## config.mk

```make
export PLATFORM = sky130hd
export DESIGN_NAME = z80_int_ctrl
export DESIGN_NICKNAME = d
export VERILOG_FILES = /design/src/rtl/z80_int_ctrl.sv
export SDC_FILE = /design/constraint.sdc
export NUM_CORES = 1
export LEC_CHECK = 0
export ABC_AREA = 0
export CORE_AREA = 2 2 91 93
export CTS_CLUSTER_SIZE = 10
export DETAILED_ROUTE_END_ITERATION = 8
export DIE_AREA = 0 0 93 95
export HOLD_SLACK_MARGIN = 0.12
export PLACE_DENSITY_LB_ADDON = 0.12
export SYNTH_ARGS = -nofsm -noshare
export SYNTH_HDL_FRONTEND = slang
export SYNTH_SLANG_ARGS = --single-unit
```

## constraint.sdc

```tcl
create_clock -name CLK_24MHz -period 3.16 [get_ports CLK_24MHz]
set_input_delay 0.948 -clock CLK_24MHz [delete_from_list [all_inputs] [get_ports CLK_24MHz]]
set_output_delay 0.948 -clock CLK_24MHz [all_outputs]
set_load 0.005 [all_outputs]
```

## src/rtl/z80_int_ctrl.sv

```systemverilog
// Z80 IM2 interrupt controller: four prioritised sources, I/O-mapped registers,
// and vector supply during the interrupt-acknowledge cycle, all in the CLK_24MHz domain.
module z80_int_ctrl #(
   parameter logic [7:0]  MASK_PORT = 8'h30,
   parameter logic [7:0]  STAT_PORT = 8'h31,
   parameter logic [7:0]  VEC_PORT  = 8'h32,
   parameter logic [7:0]  TMR_PORT  = 8'h33,
   parameter int unsigned TICK_DIV  = 24000
) (
   input  logic       CLK_24MHz,
   input  logic       RST,
   input  logic       IORQ,
   input  logic       M1,
   input  logic       RD,
   input  logic       WR,
   input  logic [7:0] A_L,
   input  logic [7:0] D_IN,
   output logic [7:0] D_OUT,
   output logic       D_OE,
   input  logic       U_INT,
   input  logic [1:0] EXT_INT,
   output logic       INT
);

   localparam int unsigned     PRE_W   = (TICK_DIV > 1) ? $clog2(TICK_DIV) : 1;
   localparam logic [PRE_W-1:0] PRE_MAX = PRE_W'(TICK_DIV - 1);
   localparam logic [3:0]      EDGE_SRC = 4'b0101;

   logic [1:0]       r_iorq_s, r_m1_s, r_wr_s, r_uint_s, r_ext0_s, r_ext1_s;
   logic             r_iowr_prev, r_inta_prev, r_ext0_prev;
   logic             r_wr_pend;
   logic [7:0]       r_wr_addr, r_wr_data;
   logic [3:0]       r_mask, r_pend;
   logic [7:0]       r_vec, r_period;
   logic [PRE_W-1:0] r_pre;
   logic [7:0]       r_tcnt;
   logic [7:0]       r_ack_vec;
   logic             r_ack_valid;
   logic             r_int;

   logic       w_iorq_s, w_m1_s, w_wr_s, w_uint_s, w_ext0_s, w_ext1_s;
   logic       w_iowr_s, w_wr_fall, w_inta_s, w_inta_fall, w_ext0_fall;
   logic       w_inta_raw, w_rd_raw, w_rd_hit;
   logic       w_tmr_wr, w_tick, w_wrap;
   logic [1:0] w_win;
   logic [3:0] w_req, w_w1c, w_ack_clr, w_set, w_edge_nxt;
   logic [7:0] w_rd_data;

   assign w_iorq_s    = r_iorq_s[1];
   assign w_m1_s      = r_m1_s[1];
   assign w_wr_s      = r_wr_s[1];
   assign w_uint_s    = r_uint_s[1];
   assign w_ext0_s    = r_ext0_s[1];
   assign w_ext1_s    = r_ext1_s[1];
   assign w_iowr_s    = w_iorq_s | w_wr_s;
   assign w_wr_fall   = r_iowr_prev & ~w_iowr_s & w_m1_s;
   assign w_inta_s    = ~w_m1_s & ~w_iorq_s;
   assign w_inta_fall = w_inta_s & ~r_inta_prev;
   assign w_ext0_fall = r_ext0_prev & ~w_ext0_s;

   // 2-flop synchronisers, reset to the inactive level of each line
   always_ff @(posedge CLK_24MHz or posedge RST) begin
      if (RST) begin
         r_iorq_s    <= 2'b11;
         r_m1_s      <= 2'b11;
         r_wr_s      <= 2'b11;
         r_uint_s    <= 2'b00;
         r_ext0_s    <= 2'b11;
         r_ext1_s    <= 2'b11;
         r_iowr_prev <= 1'b1;
         r_inta_prev <= 1'b0;
         r_ext0_prev <= 1'b1;
      end else begin
         r_iorq_s    <= {r_iorq_s[0], IORQ};
         r_m1_s      <= {r_m1_s[0], M1};
         r_wr_s      <= {r_wr_s[0], WR};
         r_uint_s    <= {r_uint_s[0], U_INT};
         r_ext0_s    <= {r_ext0_s[0], EXT_INT[0]};
         r_ext1_s    <= {r_ext1_s[0], EXT_INT[1]};
         r_iowr_prev <= w_iowr_s;
         r_inta_prev <= w_inta_s;
         r_ext0_prev <= w_ext0_s;
      end
   end

   // Capture the write cycle, apply register updates one cycle later
   always_ff @(posedge CLK_24MHz or posedge RST) begin
      if (RST) begin
         r_wr_pend <= 1'b0;
         r_wr_addr <= 8'h00;
         r_wr_data <= 8'h00;
         r_mask    <= 4'h0;
         r_vec     <= 8'h00;
         r_period  <= 8'h00;
      end else begin
         r_wr_pend <= w_wr_fall;
         if (w_wr_fall) begin
            r_wr_addr <= A_L;
            r_wr_data <= D_IN;
         end
         if (r_wr_pend) begin
            if (r_wr_addr == MASK_PORT) r_mask   <= r_wr_data[3:0];
            if (r_wr_addr == VEC_PORT)  r_vec    <= {r_wr_data[7:3], 3'b000};
            if (r_wr_addr == TMR_PORT)  r_period <= r_wr_data;
         end
      end
   end

   assign w_tmr_wr = r_wr_pend & (r_wr_addr == TMR_PORT);
   assign w_tick   = (r_period != 8'd0) & (r_pre == PRE_MAX);
   assign w_wrap   = w_tick & (r_tcnt == (r_period - 8'd1));

   always_ff @(posedge CLK_24MHz or posedge RST) begin
      if (RST) begin
         r_pre  <= '0;
         r_tcnt <= 8'd0;
      end else if (w_tmr_wr || (r_period == 8'd0)) begin
         r_pre  <= '0;
         r_tcnt <= 8'd0;
      end else if (w_tick) begin
         r_pre  <= '0;
         r_tcnt <= w_wrap ? 8'd0 : r_tcnt + 8'd1;
      end else begin
         r_pre  <= r_pre + PRE_W'(1);
      end
   end

   assign w_req = r_pend & r_mask;

   always_comb begin
      w_win = 2'd0;
      if      (w_req[0]) w_win = 2'd0;
      else if (w_req[1]) w_win = 2'd1;
      else if (w_req[2]) w_win = 2'd2;
      else if (w_req[3]) w_win = 2'd3;
   end

   // The acknowledged source is taken from the frozen vector, i.e. what the CPU was given
   assign w_w1c      = (r_wr_pend && (r_wr_addr == STAT_PORT)) ? (r_wr_data[3:0] & EDGE_SRC) : 4'h0;
   assign w_ack_clr  = (w_inta_fall && r_ack_valid) ? ((4'b0001 << r_ack_vec[2:1]) & EDGE_SRC) : 4'h0;
   assign w_set      = {1'b0, w_ext0_fall, 1'b0, w_wrap};
   assign w_edge_nxt = (r_pend & ~(w_w1c | w_ack_clr)) | w_set;

   always_ff @(posedge CLK_24MHz or posedge RST) begin
      if (RST) begin
         r_pend      <= 4'h0;
         r_int       <= 1'b1;
         r_ack_vec   <= 8'h00;
         r_ack_valid <= 1'b0;
      end else begin
         r_pend <= {~w_ext1_s, w_edge_nxt[2], w_uint_s, w_edge_nxt[0]};
         r_int  <= ~(|w_req);
         if (!w_inta_raw) begin
            r_ack_vec   <= r_vec | {5'd0, w_win, 1'b0};
            r_ack_valid <= |w_req;
         end
      end
   end

   assign w_inta_raw = ~M1 & ~IORQ;
   assign w_rd_raw   = ~IORQ & ~RD & M1;

   always_comb begin
      w_rd_data = 8'h00;
      w_rd_hit  = 1'b1;
      if      (A_L == MASK_PORT) w_rd_data = {4'h0, r_mask};
      else if (A_L == STAT_PORT) w_rd_data = {w_req, r_pend};
      else if (A_L == VEC_PORT)  w_rd_data = r_vec;
      else if (A_L == TMR_PORT)  w_rd_data = r_period;
      else                       w_rd_hit  = 1'b0;
   end

   // INTA wins the bus over a simultaneous I/O read
   assign D_OE  = ~RST & (w_inta_raw | (w_rd_raw & w_rd_hit));
   assign D_OUT = ~D_OE ? 8'h00 : (w_inta_raw ? r_ack_vec : w_rd_data);
   assign INT   = r_int;

endmodule

```

=== After elaboration in Yosys (flattened, before gate mapping) ===
Cells that the tools add are included.

* Register bits after elaboration: 86
* Bits of input ports: 25
* Output and inout port bits: 10
* Logic and storage cells: 98

* Add/sub/neg operators: 3
* Equal/unequal tests: 10
* Shift operators: 1
* Multiplexer cells: 21
* Bitwise gates (word level): 32
* Reductions and logical operators: 10

{| class="wikitable"
|+ Operators by type and width
! kind !! number
|-
| $mux W8 || 9
|-
| $eq A8 B6 Y1 const B || 8
|-
| $mux W15 || 2
|-
| $add A15 B1 Y15 const B || 1
|-
| $eq A15 B15 Y1 const B || 1
|-
| $and A1 B1 Y1 || 13
|-
| $not A1 Y1 || 11
|-
| $add A8 B1 Y8 const B || 1
|-
| $eq A8 B8 Y1 || 1
|-
| $logic_not A8 Y1 || 1
|-
| $mux W2 || 4
|-
| $or A8 B3 Y8 || 1
|-
| $reduce_bool A8 Y1 || 1
|-
| $sub A8 B1 Y8 const B || 1
|-
| $mux W3 || 2
|-
| $or A3 B3 Y3 || 2
|-
| $reduce_and A2 Y1 || 3
|-
| $and A4 B4 Y4 || 1
|-
| $mux W1 || 4
|-
| $reduce_or A4 Y1 || 1
|-
| $and A3 B3 Y3 || 1
|-
| $not A3 Y3 || 1
|-
| $shl A1 B2 Y3 const A || 1
|-
| $logic_and A1 B1 Y1 || 2
|-
| 3 further kinds || 4
|}

=== Depth between registers and ports, before layout ===
* Word-level depth: 9
* Depth in mapped cells: 7
* Gate-level depth less buffers: 7

=== Worst setup path after synthesis ===
No wires, ideal clock.

* Kind: input -> output
* From: in A_L[7]
* To: out D_OUT[1]
* Arrival: 2165 ps
* Data required time: 2212 ps
* Setup slack: 47 ps
* Cell stages on the path: 5
* Path buffers: 0
* Path through: nor2_1 > nand4_1 > or2_2 > or4b_1 > o21ai_0

* Word-level cells in the longest chain between the ends: 9
* Elaborated cells between the ends (all ways): 17
* Those cells by class: eq/ne (4); mux (10); bitwise (3)

{| class="wikitable"
|+ RTL lines
! item !! line !! RTL
|-
| start, declared || 16 || <nowiki>input logic [7:0] A_L,</nowiki>
|-
| $eq A8 B6 Y1 || 169 || <nowiki>else if (A_L == TMR_PORT) w_rd_data = r_period;</nowiki>
|-
| $mux W1 || 169 ||
|-
| $mux W1 || 168 || <nowiki>else if (A_L == VEC_PORT) w_rd_data = r_vec;</nowiki>
|-
| $mux W1 || 167 || <nowiki>else if (A_L == STAT_PORT) w_rd_data = {w_req, r_pend};</nowiki>
|-
| $mux W1 || 166 || <nowiki>if (A_L == MASK_PORT) w_rd_data = {4'h0, r_mask};</nowiki>
|-
| $and A1 B1 Y1 || 174 || <nowiki>assign D_OE = ~RST & (w_inta_raw | (w_rd_raw & w_rd_hit));</nowiki>
|-
| $or A1 B1 Y1 || 174 ||
|-
| $and A1 B1 Y1 || 174 ||
|-
| $mux W8 (*) || 175 || <nowiki>assign D_OUT = ~D_OE ? 8'h00 : (w_inta_raw ? r_ack_vec : w_rd_data);</nowiki>
|-
| end, declared || 18 || <nowiki>output logic [7:0] D_OUT,</nowiki>
|}

Mark *: on every way between the ends. The rest lies on a longest branch, timed or not.

=== Final worst setup path ===
* From: in A_L[6]
* To: out D_OUT[3]

Same word-level chain as after synthesis.

==> flow_metrics.py <==
metrics = {
    "clock_tree": {
        "cts_buffers": 9,
        "clk_latency_ps": 370,
        "clockRootBuffer": "clkbuf_8",
        "numClockSinks": 85,
        "clk_pin_slew_ps": 100,
        "clk_path_buf_depth": 2,
        "holdBufCountCts": 0,
        "htreeDepth": 3,
        "cts_tree": "built",
    },
    "floorplanning": {
        "coreArea_mm2": 0.00793,
        "die_x_um": 93,
        "die_h_um": 95,
        "start_util_pct": 50.5,
        "die_area_mm2": 0.00884,
        "io_pins": 35,
        "row_count": 33,
    },
    "finish": {
        "fin_cells": 550,
        "area_growth_pct": 22.2,
        "antenna_cells": 0,
        "drive_gt1_share_pct": 28.5,
        "nFillCells": 692,
        "fin_nets": 469,
    },
    "run_status": {
        "violations": "setup timing",
        "status": "finished, violations left",
    },
    "yosys": {
        "yosysMostFrequentCell": "nand2_1",
        "synth_top_area_share_pct": 45.0,
        "synth_area_mm2": 0.00400,
        "synth.avg_cell_area_um2": 10.5,
        "synth_edf_count": 0,
        "synthArstFlopShare_pct": 100,
        "synthTopCellsByCount": "nand2_1 (76), dfrtp_1 (72), nor2_1 (32), mux2_2 (30)",
        "synth_cell_type_count": 50,
        "yosysSeqAreaShare_pct": 53.5,
        "synth_largest_area_cell": "dfrtp_1",
        "synth_nets": 412,
        "synthCells": 383,
        "ys.flop_type": "dfrtp_1",
        "ys_top_cells_by_area": "dfrtp_1 (45%), dfstp_2 (8.5%), mux2_2 (8.4%), nand2_1 (7.1%), xor2_1 (3.5%)",
        "ys_warn_count": 0,
        "ys_seq_elements": 85,
    },
    "global_routing": {
        "grt_pass1_wl_um": 14300,
        "track_usage_pct": 20.9,
        "grt_pass1_vias": 2912,
        "antenna_found_initial": 0,
        "grt_max_degree": 44,
        "overflow": 0,
    },
    "drt": {
        "wirelength_um": 8500,
        "vias": 2990,
        "drt.antenna.violating_nets": 0,
        "firstDrtPassIters": 4,
        "drc_errors": 0,
        "viasPerCell": 5.44,
        "drt_iter0_markers": 160,
        "routedWlPerCell_um": 15.4,
    },
    "min_path": {
        "hold_class": "flop to flop",
    },
    "sta": {
        "hold_viol": 0,
        "min_period_ps": 3390,
        "fin_crit_sh_pct": 107,
        "fin_worst_skew_ps": 15.3,
        "slew_headroom_pct": 38.1,
        "rsz0062_at_grt": "yes",
        "slew_viol_final": 0,
        "max_freq_ghz": 0.295,
        "hold_ws_ps": 361,
        "fin_ws_ps": -229,
        "tightest_slew_ps": 928,
        "setup_viol_count_final": 9,
    },
    "placement": {
        "portBuffers": 34,
        "preCtsSetupSlack_ps": -1100,
        "dp_hpwl_um": 6020,
        "place_congestion": 0.827,
        "placedCellCount": 529,
    },
    "worst_setup_path": {
        "worstPathMaxFanout": 4,
        "r2r_setup_slack_ps": 970,
        "startpoint_type": "input pin",
        "cp.arrival_ps": 2440,
        "path_class": "input pin to output pin",
        "cp.required_ps": 2210,
        "end_kind": "output pin",
    },
    "job": {
        "drv_cap": 0,
    },
    "power_and_ir_drop": {
        "power_density_mw_per_mm2": 455,
        "p_total_mw": 2.22,
        "ir_drop_v": 0.000326,
        "cellLeakagePower_nw": 2.17,
    },
}
metal layers:
| metal | wire length (um) | GRT usage [%] |
|---|---|---|
| met5 | 0 | 0 |
| met4 | 93 | 6.00 |
| met3 | 328 | 4.31 |
| met2 | 4020 | 32.9 |
| met1 | 4060 | 29.7 |
cells by family (layout without fill, tap and decap cells):
group | after synthesis | count (layout) | share of synthesized area (%)
flip-flops | 85 | 85 | 53.5
multiplexers | 30 | 30 | 8.44
buffers and inverters | 16 | 78 | 1.63
adder cells (fa/ha/maj) | 4 | 4 | 1.25
XOR/XNOR | 25 | 25 | 5.47
AND/OR/NAND/NOR | 172 | 172 | 20.6
AO/OA/AOI/OAI | 51 | 51 | 9.13
through the flow:
| stage | instance area (um2) | util [%] | setup TNS, ps |
|---|---|---|---|
| floorplan | 4000 | - | 0 |
| global placement | 4580 | 57.8 | -8070 |
| detailed placement | 4580 | 57.8 | -8370 |
| CTS | 4830 | 61.0 | -1830 |
| global route | 4890 | 61.7 | -2200 |
| finish | 4890 | 61.7 | -1670 |
worst paths after layout:
| path | cells after the start | endpoint | start |
|---|---|---|---|
| max | 7 | D_OUT[3] | A_L[6] |
| min | 0 | r_ext0_s[1] | r_ext0_s[0] |
| max reg2reg | 7 | r_tcnt[7] | r_period[0] |
| min reg2reg | 0 | r_ext0_s[1] | r_ext0_s[0] |
| max in group asynchronous | 4 | r_ext0_prev | RST |
| min in group asynchronous | 3 | r_uint_s[0] | RST |
worst max-delay path, cell delays in order:
cell and delay (ps):
buf_6 100, nor2_4 80, nand4_1 200, or2_4 290, or4b_4 530, o21ai_2 160, buf_2 120
flip-flops by register name (all words and copies together), names as in the netlist, 5 cells and up:
signal / flops
r_wr_addr: 8
r_wr_data: 8
r_ack_vec: 7
r_vec: 5
r_period: 8
r_pre: 15
r_tcnt: 8
layout by cell type, fill, tap and decap left out, types with 9 or more instances in the layout:
| cell type | Yosys | layout |
|---|---|---|
| buf_4 | 1 | 15 |
| clkbuf_8 | 0 | 9 |
| clkdlybuf4s50_1 | 0 | 19 |
| dfrtp_1 | 72 | 72 |
| dfstp_2 | 13 | 13 |
| mux2_2 | 30 | 30 |
| nand2_1 | 76 | 72 |
| nand3_1 | 13 | 13 |
| nor2_1 | 32 | 28 |
| o21ai_0 | 16 | 13 |
| xnor2_1 | 9 | 9 |
| xor2_1 | 16 | 16 |
cell type report:
class	instances	area, um2	share of cell area, %
multi-input combinational	282	1890	38.7
tap	105	131	2.69
inverter	7	27.5	0.563
sequential	85	2140	43.8
timing repair buffer	55	503	10.3
clock buffer	9	124	2.53
clock inverter	7	68.8	1.41
power by group:
part / switching (mW) / leakage (nW) / internal, mW / total [mW]
sequential: 0.0610 / 1.09 / 1.16 / 1.23
combinational: 0.111 / 0.972 / 0.116 / 0.227
clock: 0.459 / 0.102 / 0.313 / 0.771
total: 0.631 / 2.17 / 1.59 / 2.22
timing repair:
action | in CTS | in global routing
endpoints found under the hold margin | 0 | 0
pin swaps | 17 | 8
resized for setup | 79 | 15
setup buffers | 6 | 1
setup endpoints to repair | 9 | 9
Power figures use the tool's default switching activity.
